## src/rtl/pc_sel_reg.sv

```systemverilog
// ---------------------------------------------------------------------------
// pc_sel_reg
//   Program-counter register with an NSRC-way next-PC selector for the fetch
//   stage. Each cycle the PC advances sequentially (pc + STEP) or jumps to one
//   of NSRC-1 redirect targets. A redirect that arrives while fetch is stalled
//   is parked in a one-entry buffer and applied on the first unstalled edge.
//   Exception entry overrides everything except reset.
//
// Ports
//   clk      in   1           rising-edge clock
//   reset    in   1           synchronous, active-high reset
//   stall    in   1           hold PC this cycle
//   exc      in   1           exception entry request (forces EXC_PC)
//   sel      in   SELW        0 = sequential, k = src_bus slot k
//   src_bus  in   NSRC*WIDTH  packed redirect targets, slot k at [k*WIDTH +: WIDTH]
//   pc       out  WIDTH       current PC (registered)
//   pc_plus  out  WIDTH       pc + STEP (combinational from pc only)
//   pending  out  1           a buffered redirect is waiting
//   sel_err  out  1           sticky: a select >= NSRC has been seen
// ---------------------------------------------------------------------------
module pc_sel_reg #(
    parameter int                 WIDTH    = 32,
    parameter int                 NSRC     = 4,
    parameter int                 SELW     = 2,
    parameter int                 STEP     = 4,
    parameter logic [WIDTH-1:0]   RESET_PC = WIDTH'(32'h0000_3000),
    parameter logic [WIDTH-1:0]   EXC_PC   = WIDTH'(32'h0000_4180)
) (
    input  logic                  clk,
    input  logic                  reset,
    input  logic                  stall,
    input  logic                  exc,
    input  logic [SELW-1:0]       sel,
    input  logic [NSRC*WIDTH-1:0] src_bus,
    output logic [WIDTH-1:0]      pc,
    output logic [WIDTH-1:0]      pc_plus,
    output logic                  pending,
    output logic                  sel_err
);

    localparam int NSLOT = 2 ** SELW;

    logic [WIDTH-1:0] pc_q,        pc_d;
    logic [WIDTH-1:0] pend_addr_q, pend_addr_d;
    logic             pending_q,   pending_d;
    logic             sel_err_q,   sel_err_d;

    logic             sel_ok_s;
    logic [SELW-1:0]  esel_s;
    logic [WIDTH-1:0] pc_plus_s;
    logic [WIDTH-1:0] nxt_s;
    logic [WIDTH-1:0] slot_s [NSLOT];

    // Sequential address; wraps silently modulo 2^WIDTH.
    always_comb begin
        pc_plus_s = pc_q + WIDTH'(STEP);
    end

    // Effective select: out-of-range selects fall back to the sequential source.
    always_comb begin
        sel_ok_s = (32'(sel) < 32'(NSRC));
        if (sel_ok_s) begin
            esel_s = sel;
        end else begin
            esel_s = {SELW{1'b0}};
        end
    end

    // Candidate next PC. Slots that do not exist are filled with the
    // sequential address; they are unreachable because esel_s < NSRC.
    always_comb begin
        for (int k = 0; k < NSLOT; k++) begin
            slot_s[k] = pc_plus_s;
        end
        for (int k = 0; k < NSRC; k++) begin
            slot_s[k] = src_bus[k*WIDTH +: WIDTH];
        end
        if (esel_s == {SELW{1'b0}}) begin
            nxt_s = pc_plus_s;
        end else begin
            nxt_s = slot_s[esel_s];
        end
    end

    // Next-state selection in priority order: exception, stalled redirect,
    // stalled sequential, release of buffered redirect, normal update.
    always_comb begin
        pc_d        = pc_q;
        pend_addr_d = pend_addr_q;
        pending_d   = pending_q;
        sel_err_d   = sel_err_q | ~sel_ok_s;

        if (exc) begin
            pc_d      = EXC_PC;
            pending_d = 1'b0;
        end else if (stall) begin
            if (esel_s != {SELW{1'b0}}) begin
                // Last redirect seen during a stall wins.
                pend_addr_d = nxt_s;
                pending_d   = 1'b1;
            end else begin
                pend_addr_d = pend_addr_q;
                pending_d   = pending_q;
            end
        end else if (pending_q) begin
            // Buffered redirect takes the slot; current sel is ignored.
            pc_d      = pend_addr_q;
            pending_d = 1'b0;
        end else begin
            pc_d = nxt_s;
        end
    end

    // State registers with synchronous reset overriding all other inputs.
    always_ff @(posedge clk) begin
        if (reset) begin
            pc_q        <= RESET_PC;
            pend_addr_q <= {WIDTH{1'b0}};
            pending_q   <= 1'b0;
            sel_err_q   <= 1'b0;
        end else begin
            pc_q        <= pc_d;
            pend_addr_q <= pend_addr_d;
            pending_q   <= pending_d;
            sel_err_q   <= sel_err_d;
        end
    end

    // Output drive: all state outputs come straight from flops.
    always_comb begin
        pc      = pc_q;
        pc_plus = pc_plus_s;
        pending = pending_q;
        sel_err = sel_err_q;
    end

endmodule
```

## config.mk

```make
export PLATFORM = sky130hd
export DESIGN_NAME = pc_sel_reg
export DESIGN_NICKNAME = d
export VERILOG_FILES = /design/src/rtl/pc_sel_reg.sv
export SDC_FILE = /design/constraint.sdc
export NUM_CORES = 1
export LEC_CHECK = 0
export CAP_MARGIN = 20
export CORE_UTILIZATION = 45
export CTS_BUF_LIST = sky130_fd_sc_hd__clkbuf_8
export CTS_CLUSTER_SIZE = 28
export DETAILED_ROUTE_END_ITERATION = 6
export GPL_TIMING_DRIVEN = 0
export HOLD_SLACK_MARGIN = 0.12
export PLACE_DENSITY_LB_ADDON = 0.05
export SYNTH_ARGS = -nofsm -noshare
export SYNTH_HDL_FRONTEND = slang
export SYNTH_SLANG_ARGS = --single-unit
```

## constraint.sdc

```tcl
create_clock -name clk -period 5.6 [get_ports clk]
set_input_delay 1.4 -clock clk [delete_from_list [all_inputs] [get_ports clk]]
set_output_delay 1.4 -clock clk [all_outputs]
set_load 0.02 [all_outputs]
```

## After elaboration in Yosys (flattened, before gate mapping)

Index checks and enable logic that the tools add are counted.

| operators by class | value |
|---|---|
| add/sub/neg operators | 1 |
| magnitude comparators | 1 |
| equal/unequal tests | 1 |
| muxes and demuxes | 7 |
| bitwise gates (word level) | 3 |
| reductions and logical operators | 5 |

Operator list:

| kind | number |
|---|---|
| $mux W32 | 4 |
| $bmux W32 S2 | 1 |
| $add A32 B3 Y32 const B | 1 |
| $mux W15 | 2 |
| $ge A3 B3 Y1 const B | 1 |
| $not A2 Y3 | 1 |
| $reduce_and A3 Y1 | 1 |
| $reduce_or A3 Y1 | 1 |
| $logic_not A2 Y1 | 1 |
| $ne A2 B1 Y1 const B | 1 |
| $not A1 Y1 | 2 |
| $reduce_bool A2 Y1 | 1 |
| $reduce_or A2 Y1 | 1 |

| word-level totals | value |
|---|---|
| register bits | 65 |
| input port bits | 134 |
| output and inout bits | 66 |
| logic and storage cells | 22 |

## Logic depth before layout (Yosys ltp)

Gate-level depths: netlist of the first run.

| depth | value |
|---|---|
| word-level depth | 8 |
| mapped depth | 8 |
| gate-level depth less buffers | 6 |

## Worst setup path before layout of the first run

OpenSTA, ideal clock, no wires.

| path | value |
|---|---|
| path type | register to output |
| start | register pc_q[8] (netlist: pc[8]) |
| end | output pc_plus[27] |
| arrival | 2.063 ns |
| required time | 4.200 ns |
| path slack | 2.137 ns |
| stages on the path, launching flop included | 7 |
| buffers on the path | 1 |
| cells stage by stage | dfxtp_1 > clkbuf_1 > inv_1 > nor4_1 > nand4_1 > nor2_1 > xor2_1 |

| on the way | value |
|---|---|
| word-level cells in the longest chain between the ends | 1 |

RTL lines:

| item | RTL line | RTL |
|---|---|---|
| start, declared | 43 | `logic [WIDTH-1:0] pc_q, pc_d;` |
| start signal, assigned | 122 | `pc_q <= pc_d;` |
| $add A32 B3 Y32 | 56 | `pc_plus_s = pc_q + WIDTH'(STEP);` |
| end, declared | 36 | `output logic [WIDTH-1:0] pc_plus,` |

No other way between the ends.

## Final worst setup path of the first run

Ends and elaborated chain as after synthesis.

==> impl_results.md, run 1 <==
* Synth unique cells at 56
* First-pass GRT wire length at 26800 microns
* Logic pwr share at 27.5%
* Min Tclk post-route at 4840 ps
* Max-cap viol count at 0
* Initial Utilization at 46.5%
* Worst min path class: register to register
* Area leader, netlist: dfxtp_1
* Peak Freq at 206 MHz
* Syn-to-layout area delta at 46.5%
* CTS Sinks at 65
* Worst Skew at 16.0 ps
* Worst-path clk slew at 80 ps
* Seq cells post-synth at 65
* Cell Pwr Density at 203 mW/mm^2
* Yosys top cell area share at 30.2%
* Routed len/inst at 19.9 microns
* WHS at 457 ps
* H-tree depth at 3
* Synth top area cells: dfxtp_1 30%, nor2_1 6.3%, a21oi_1 5.9%
* Synthesized Nets at 701
* Setup CP Type: register to output port
* Worst Setup SP: pc[8]
* Worst vdd ir at 0.000141 V
* Largest net degree at the start of global routing at 12
* Antenna Nets Post-Route at 0
* CTS Hold Bufs at 0
* Root buffer cell: clkbuf_8
* RSZ-0062 raised after global routing: false
* Fin crit share at 86.5%
* Lkg Pwr at 2.31 nW
* Critical path launch point type: register
* Num rows at 35
* Commonest cells post-synth: 72 x nor2_1, 65 x dfxtp_1, 58 x nand2_1
* Synth warn at 0
* Int Pwr at 0.876 mW
* Die height at 99.9 microns
* Setup TNS at 0 ps
* Die width at 99.9 microns
* Slew margin rel. at 34.2%
* TritonCTS clock tree: yes
* Clock buffer depth at 2
* CP Data Required Time at 4200 ps
* Worst flop-to-flop path startpoint: pc[8]
* Routed vias/inst at 6.06
* FFs w/ async S/R, synth at 0%
* Sequential share of power at 40.3%
* # DRC at 0
* Total wire length at 17400 microns
* Hold Vio Cnt, Final at 0
* Worst-path fanout max at 9
* Global route overflow at 0
* 1st-iter DRT viols at 504
* Nets at 877
* Crit path DAT at 3440 ps
* CTS Buf Count at 9
* Status: complete, no violations
* Slew @ Worst Pin at 980 ps
* GR Util All Layers at 35.0%
* Die area at 0.00999 sq mm
* ANT cells at 0
* Most frequent cell after synthesis: nor2_1
* Leading register cell type out of synthesis: dfxtp_1
* Post-cts sizing count at 0
* Clock share of power at 32.2%
* Mapped cell area at 0.00432 sq mm
* Core area at 0.00928 sq mm
* R2R setup slack at 2840 ps
* HP Start: pend_addr_q[28]
* Setup-failing EPs final at 0
* FILL cells at 808
* Clk Latency, worst-skew pair at 360 ps
* Share of the yosys chip area belonging to registers at 30.2%
* Post-synth EDFFs at 0
* Mapped Cells at 566
* Sw Share at 31.8%
* Slew Limit Fails at 0
* CP Capture Type: output port
* Vias at 5306
* Ports at 200
* DP HPWL at 13100 microns
* Initial antenna violation count at 0
* Gpl congestion at 1.06
* Port bufs at 165
* Post-CTS setup buffers at 0
* Router iterations before antenna repair at 5
* Syn Area/Cell at 7.62 sq um
* Vias in the first global route at 5018
* Share of cells above drive strength 1 at 6.70%
* Switch Pwr at 0.409 mW
## final cells by class
type | count | area (sq um) | share of cell area, %
flip-flops and latches | 65 | 1300 | 20.6
well taps | 129 | 161 | 2.55
repair buffers | 165 | 1650 | 26.1
clock buffers | 10 | 138 | 2.18
inverters | 13 | 48.8 | 0.772
clock inverters | 5 | 56.3 | 0.891
plain buffers | 46 | 191 | 3.03
multi-input cells | 442 | 2770 | 43.9
## metal layers
metal / GRT usage (%) / part of all wire [%]
met5: 0 / 0
met2: 57.4 / 46
met3: 5.50 / 9.7
met1: 45.6 / 41
met4: 15.2 / 3.4
## logic make-up (layout without fill, tap and decap cells)
group | after synthesis | count (layout) | synth area share [%]
and+or+nand+nor | 213 | 213 | 23.4
AOI/OAI and AO/OA | 163 | 163 | 24.8
adders and majority gates | 1 | 1 | 0.290
buffers and inverters | 59 | 239 | 5.57
DFF | 65 | 65 | 30.2
muxes | 40 | 40 | 10.8
xor gates and xnor gates | 24 | 24 | 4.87
other | 1 | 1 | 0.0869
## power by group through the flow
stage | Clock [mW] | Combinational, mW | Sequential (mW)
6_report | 0.414 | 0.354 | 0.517
5_1_grt | 0.430 | 0.375 | 0.520
4_1_cts | 0.408 | 0.348 | 0.516
3_5_place_dp | 0 | 0.347 | 0.526
3_3_place_gp | 0 | 0.341 | 0.526
2_1_floorplan | 0 | 0.164 | 0.533
## final timing paths
check | endpoint | cells past startpoint
worst max-delay path | pc_plus[27] | 7
worst max register to register | pc[31] | 6
worst min register to register | pend_addr_q[28] | 2
worst min-delay path | pend_addr_q[28] | 2
## stage by stage
stage	power (mW)	area, sq um	util, %	instances	worst slack, ps
final	1.28	6320	68.1	875	757
after CTS	1.27	6320	68.1	875	868
after global routing	1.33	6320	68.1	875	679
after global placement	0.866	6130	66.0	860	1290
after detailed placement	0.873	6130	66.0	860	1260
after floorplan	0.698	4320	-	566	2140
## flip-flops by register name (all words and copies together), names as in the netlist
register,flops
pend_addr_q,32
pending,1
pc,32
## worst max-delay path, stage by stage, from the launching register on
cell             delay, ps
dfxtp_1                350
clkbuf_1               420
inv_1                  150
nor4_1                 810
nand4_1                290
nor2_1                 270
xor2_1                 170
clkdlybuf4s50_1        620
## cell usage in the layout, fill, tap and decap left out, types with 13 or more instances in the layout
cell type	synthesis	routed
o21ai_0	18	18
nand2_1	58	58
clkdlybuf4s50_1	0	165
dfxtp_1	65	65
o22ai_1	18	18
nand3_1	14	14
nor3_1	13	13
mux2i_1	22	22
a211oi_1	18	18
nor2_1	72	72
clkbuf_1	34	34
nand4_1	14	14
xnor2_1	13	13
a21oi_1	51	51
mux2_2	14	14
No activity file was read; power rests on OpenSTA's default activity.
==> run 2, diff against run 1 <==
Settings changed: CORE_UTILIZATION 45 to 35, SKIP_LAST_GASP set to 1.
==> impl_results.md, run 2 (same netlist as run 1, synthesis figures left out) <==
* Status: complete, no violations
* Nets at 877 (unchanged)
* # DRC at 0 (unchanged)
* Gpl congestion at 0.929 (-12%)
* Clock buffer depth at 2 (unchanged)
* Worst-path clk slew at 70 ps (about the same)
* Met1 global-route usage at 36.0% (-9.6 points)
* Lkg Pwr at 2.32 nW (+0.75%)
* Worst vdd ir at 0.000116 V (-18%)
* Post-CTS setup buffers at 0 (unchanged)
* Peak Freq at 210 MHz (+1.6%)
* Setup CP Type: register to output port
* CP Capture Type: output port
* Post-cts sizing count at 0 (unchanged)
* Router iterations before antenna repair at 5 (unchanged)
* RSZ-0062 raised after global routing: false
* Initial Utilization at 35.9% (-11 points)
* Most frequent cells in the layout: 165 x clkdlybuf4s50_1, 72 x nor2_1, 65 x dfxtp_1
* Root buffer cell: clkbuf_8
* Die width at 113 microns (+13%)
* DP HPWL at 13800 microns (+5.4%)
* Worst Skew at 9.01 ps (-6.98 ps)
* Antenna Nets Post-Route at 0 (unchanged)
* Footprint of the multi-input gates at 0.00277 sq mm (unchanged)
* CP max stage cell: nor4_1
* Routed len/inst at 20.1 microns (+1.2%)
* Vias at 5210 (-1.8%)
* Worst min path class: register to register
* Routed vias/inst at 5.83 (-3.9%)
* Global route overflow at 0 (unchanged)
* Worst-path fanout max at 9 (unchanged)
* Busiest grt layer: met2
* Hold Vio Cnt, Final at 0 (unchanged)
* H-tree depth at 3 (unchanged)
* First-pass GRT wire length at 27700 microns (+3.3%)
* Setup TNS at 0 ps (unchanged)
* Share of cells above drive strength 1 at 6.83% (+0.12 points)
* Slowest cell delay on critical path at 740 ps (-70 ps)
* CTS Hold Bufs at 0 (unchanged)
* Crit path DAT at 3370 ps (-70 ps)
* Cell Pwr Density at 211 mW/mm^2 (+3.7%)
* Largest net degree at the start of global routing at 12 (unchanged)
* Slew margin rel. at 35.2% (+1.1 points)
* Worst path cell trace: clkbuf_1 -> inv_1 -> nor4_1 -> nand4_1 -> xnor2_1 -> clkdlybuf4s50_1
* M3 GR Usage at 5.03% (-0.47 points)
* Port bufs at 165 (unchanged)
* Vias in the first global route at 5147 (+2.6%)
* Die height at 113 microns (+13%)
* Seq. cell area at 0.00130 sq mm (unchanged)
* 1st-iter DRT viols at 474 (-6.0%)
* TritonCTS clock tree: yes
* Clk Latency, worst-skew pair at 360 ps (about the same)
* Slew @ Worst Pin at 964 ps (-16.0 ps)
* Slew Limit Fails at 0 (unchanged)
* CTS Sinks at 65 (unchanged)
* Fin crit share at 85.2% (-1.3 points)
* Met2 Use GR at 48.2% (-9.2 points)
* WHS at 463 ps (+6.37 ps)
* Core area at 0.0120 sq mm (+29%)
* CP Data Required Time at 4200 ps (about the same)
* Critical path launch point type: register
* Total wire length at 18000 microns (+3.4%)
* Syn-to-layout area delta at 47.8%
* Ports at 200 (unchanged)
* Commonest non-fill, non-tap cell in the layout: clkdlybuf4s50_1
* Initial antenna violation count at 0 (unchanged)
* Die area at 0.0128 sq mm (+28%)
* Min Tclk post-route at 4770 ps (-74.3 ps)
* CTS Buf Count at 9 (unchanged)
* FILL cells at 1224 (+51%)
* Num rows at 40 (+14%)
* ANT cells at 0 (unchanged)
* Max-cap viol count at 0 (unchanged)
* Setup-failing EPs final at 0 (unchanged)
* GR Util All Layers at 28.4% (-6.6 points)
## run 2: through the flow
step | instances | util (%) | total power [mW] | instance area [sq um] | worst slack [ps]
floorplan | 566 | - | 0.698 | 4320 | 2140
global placement | 878 | 51.2 | 0.871 | 6150 | 1320
detailed placement | 878 | 51.2 | 0.877 | 6150 | 1340
CTS | 894 | 53.1 | 1.34 | 6380 | 911
global route | 894 | 53.1 | 1.39 | 6380 | 593
finish | 894 | 53.1 | 1.34 | 6380 | 831
## run 2: layout make-up
| type | instances | area share [%] |
|---|---|---|
| plain buffers | 46 | 3.00 |
| clock buffers | 11 | 2.37 |
| clock inverters | 5 | 1.22 |
| inverters | 13 | 0.765 |
| multi-input cells | 442 | 43.5 |
| flip-flops and latches | 65 | 20.4 |
| well taps | 147 | 2.88 |
| repair buffers | 165 | 25.9 |
## run 2: critical path, delay by kind of cell, from the launching register on
kind	cells	cell delay, ps
xor gates and xnor gates	1	270
buffers and inverters	3	1160
DFF	1	360
and+or+nand+nor	2	1210
## run 2: per-layer routing
| metal | up-vias | wire (microns) | part of all wire, % |
|---|---|---|---|
| met5 | - | 0 | 0 |
| met4 | 0 | 500 | 2.8 |
| met3 | 31 | 1350 | 7.5 |
| met2 | 250 | 8460 | 47 |
| met1 | 2491 | 7690 | 43 |
| li1 | 2438 | - | - |
## run 2: where the power goes
group / internal [mW] / leakage [nW] / switching (mW)
Combinational: 0.174 / 1.67 / 0.178
Clock: 0.273 / 0.115 / 0.200
Sequential: 0.487 / 0.532 / 0.0313
Total: 0.935 / 2.32 / 0.409
## run 2: worst paths after layout
check / start / end / slack, ps / depth (start not counted)
setup / recovery: pc[8] / pc_plus[31] / 830 / 6
hold / removal: pend_addr_q[2] / pend_addr_q[2] / 460 / 2
setup reg to reg: pc[8] / pc[31] / 2890 / 6
hold reg to reg: pend_addr_q[2] / pend_addr_q[2] / 460 / 2
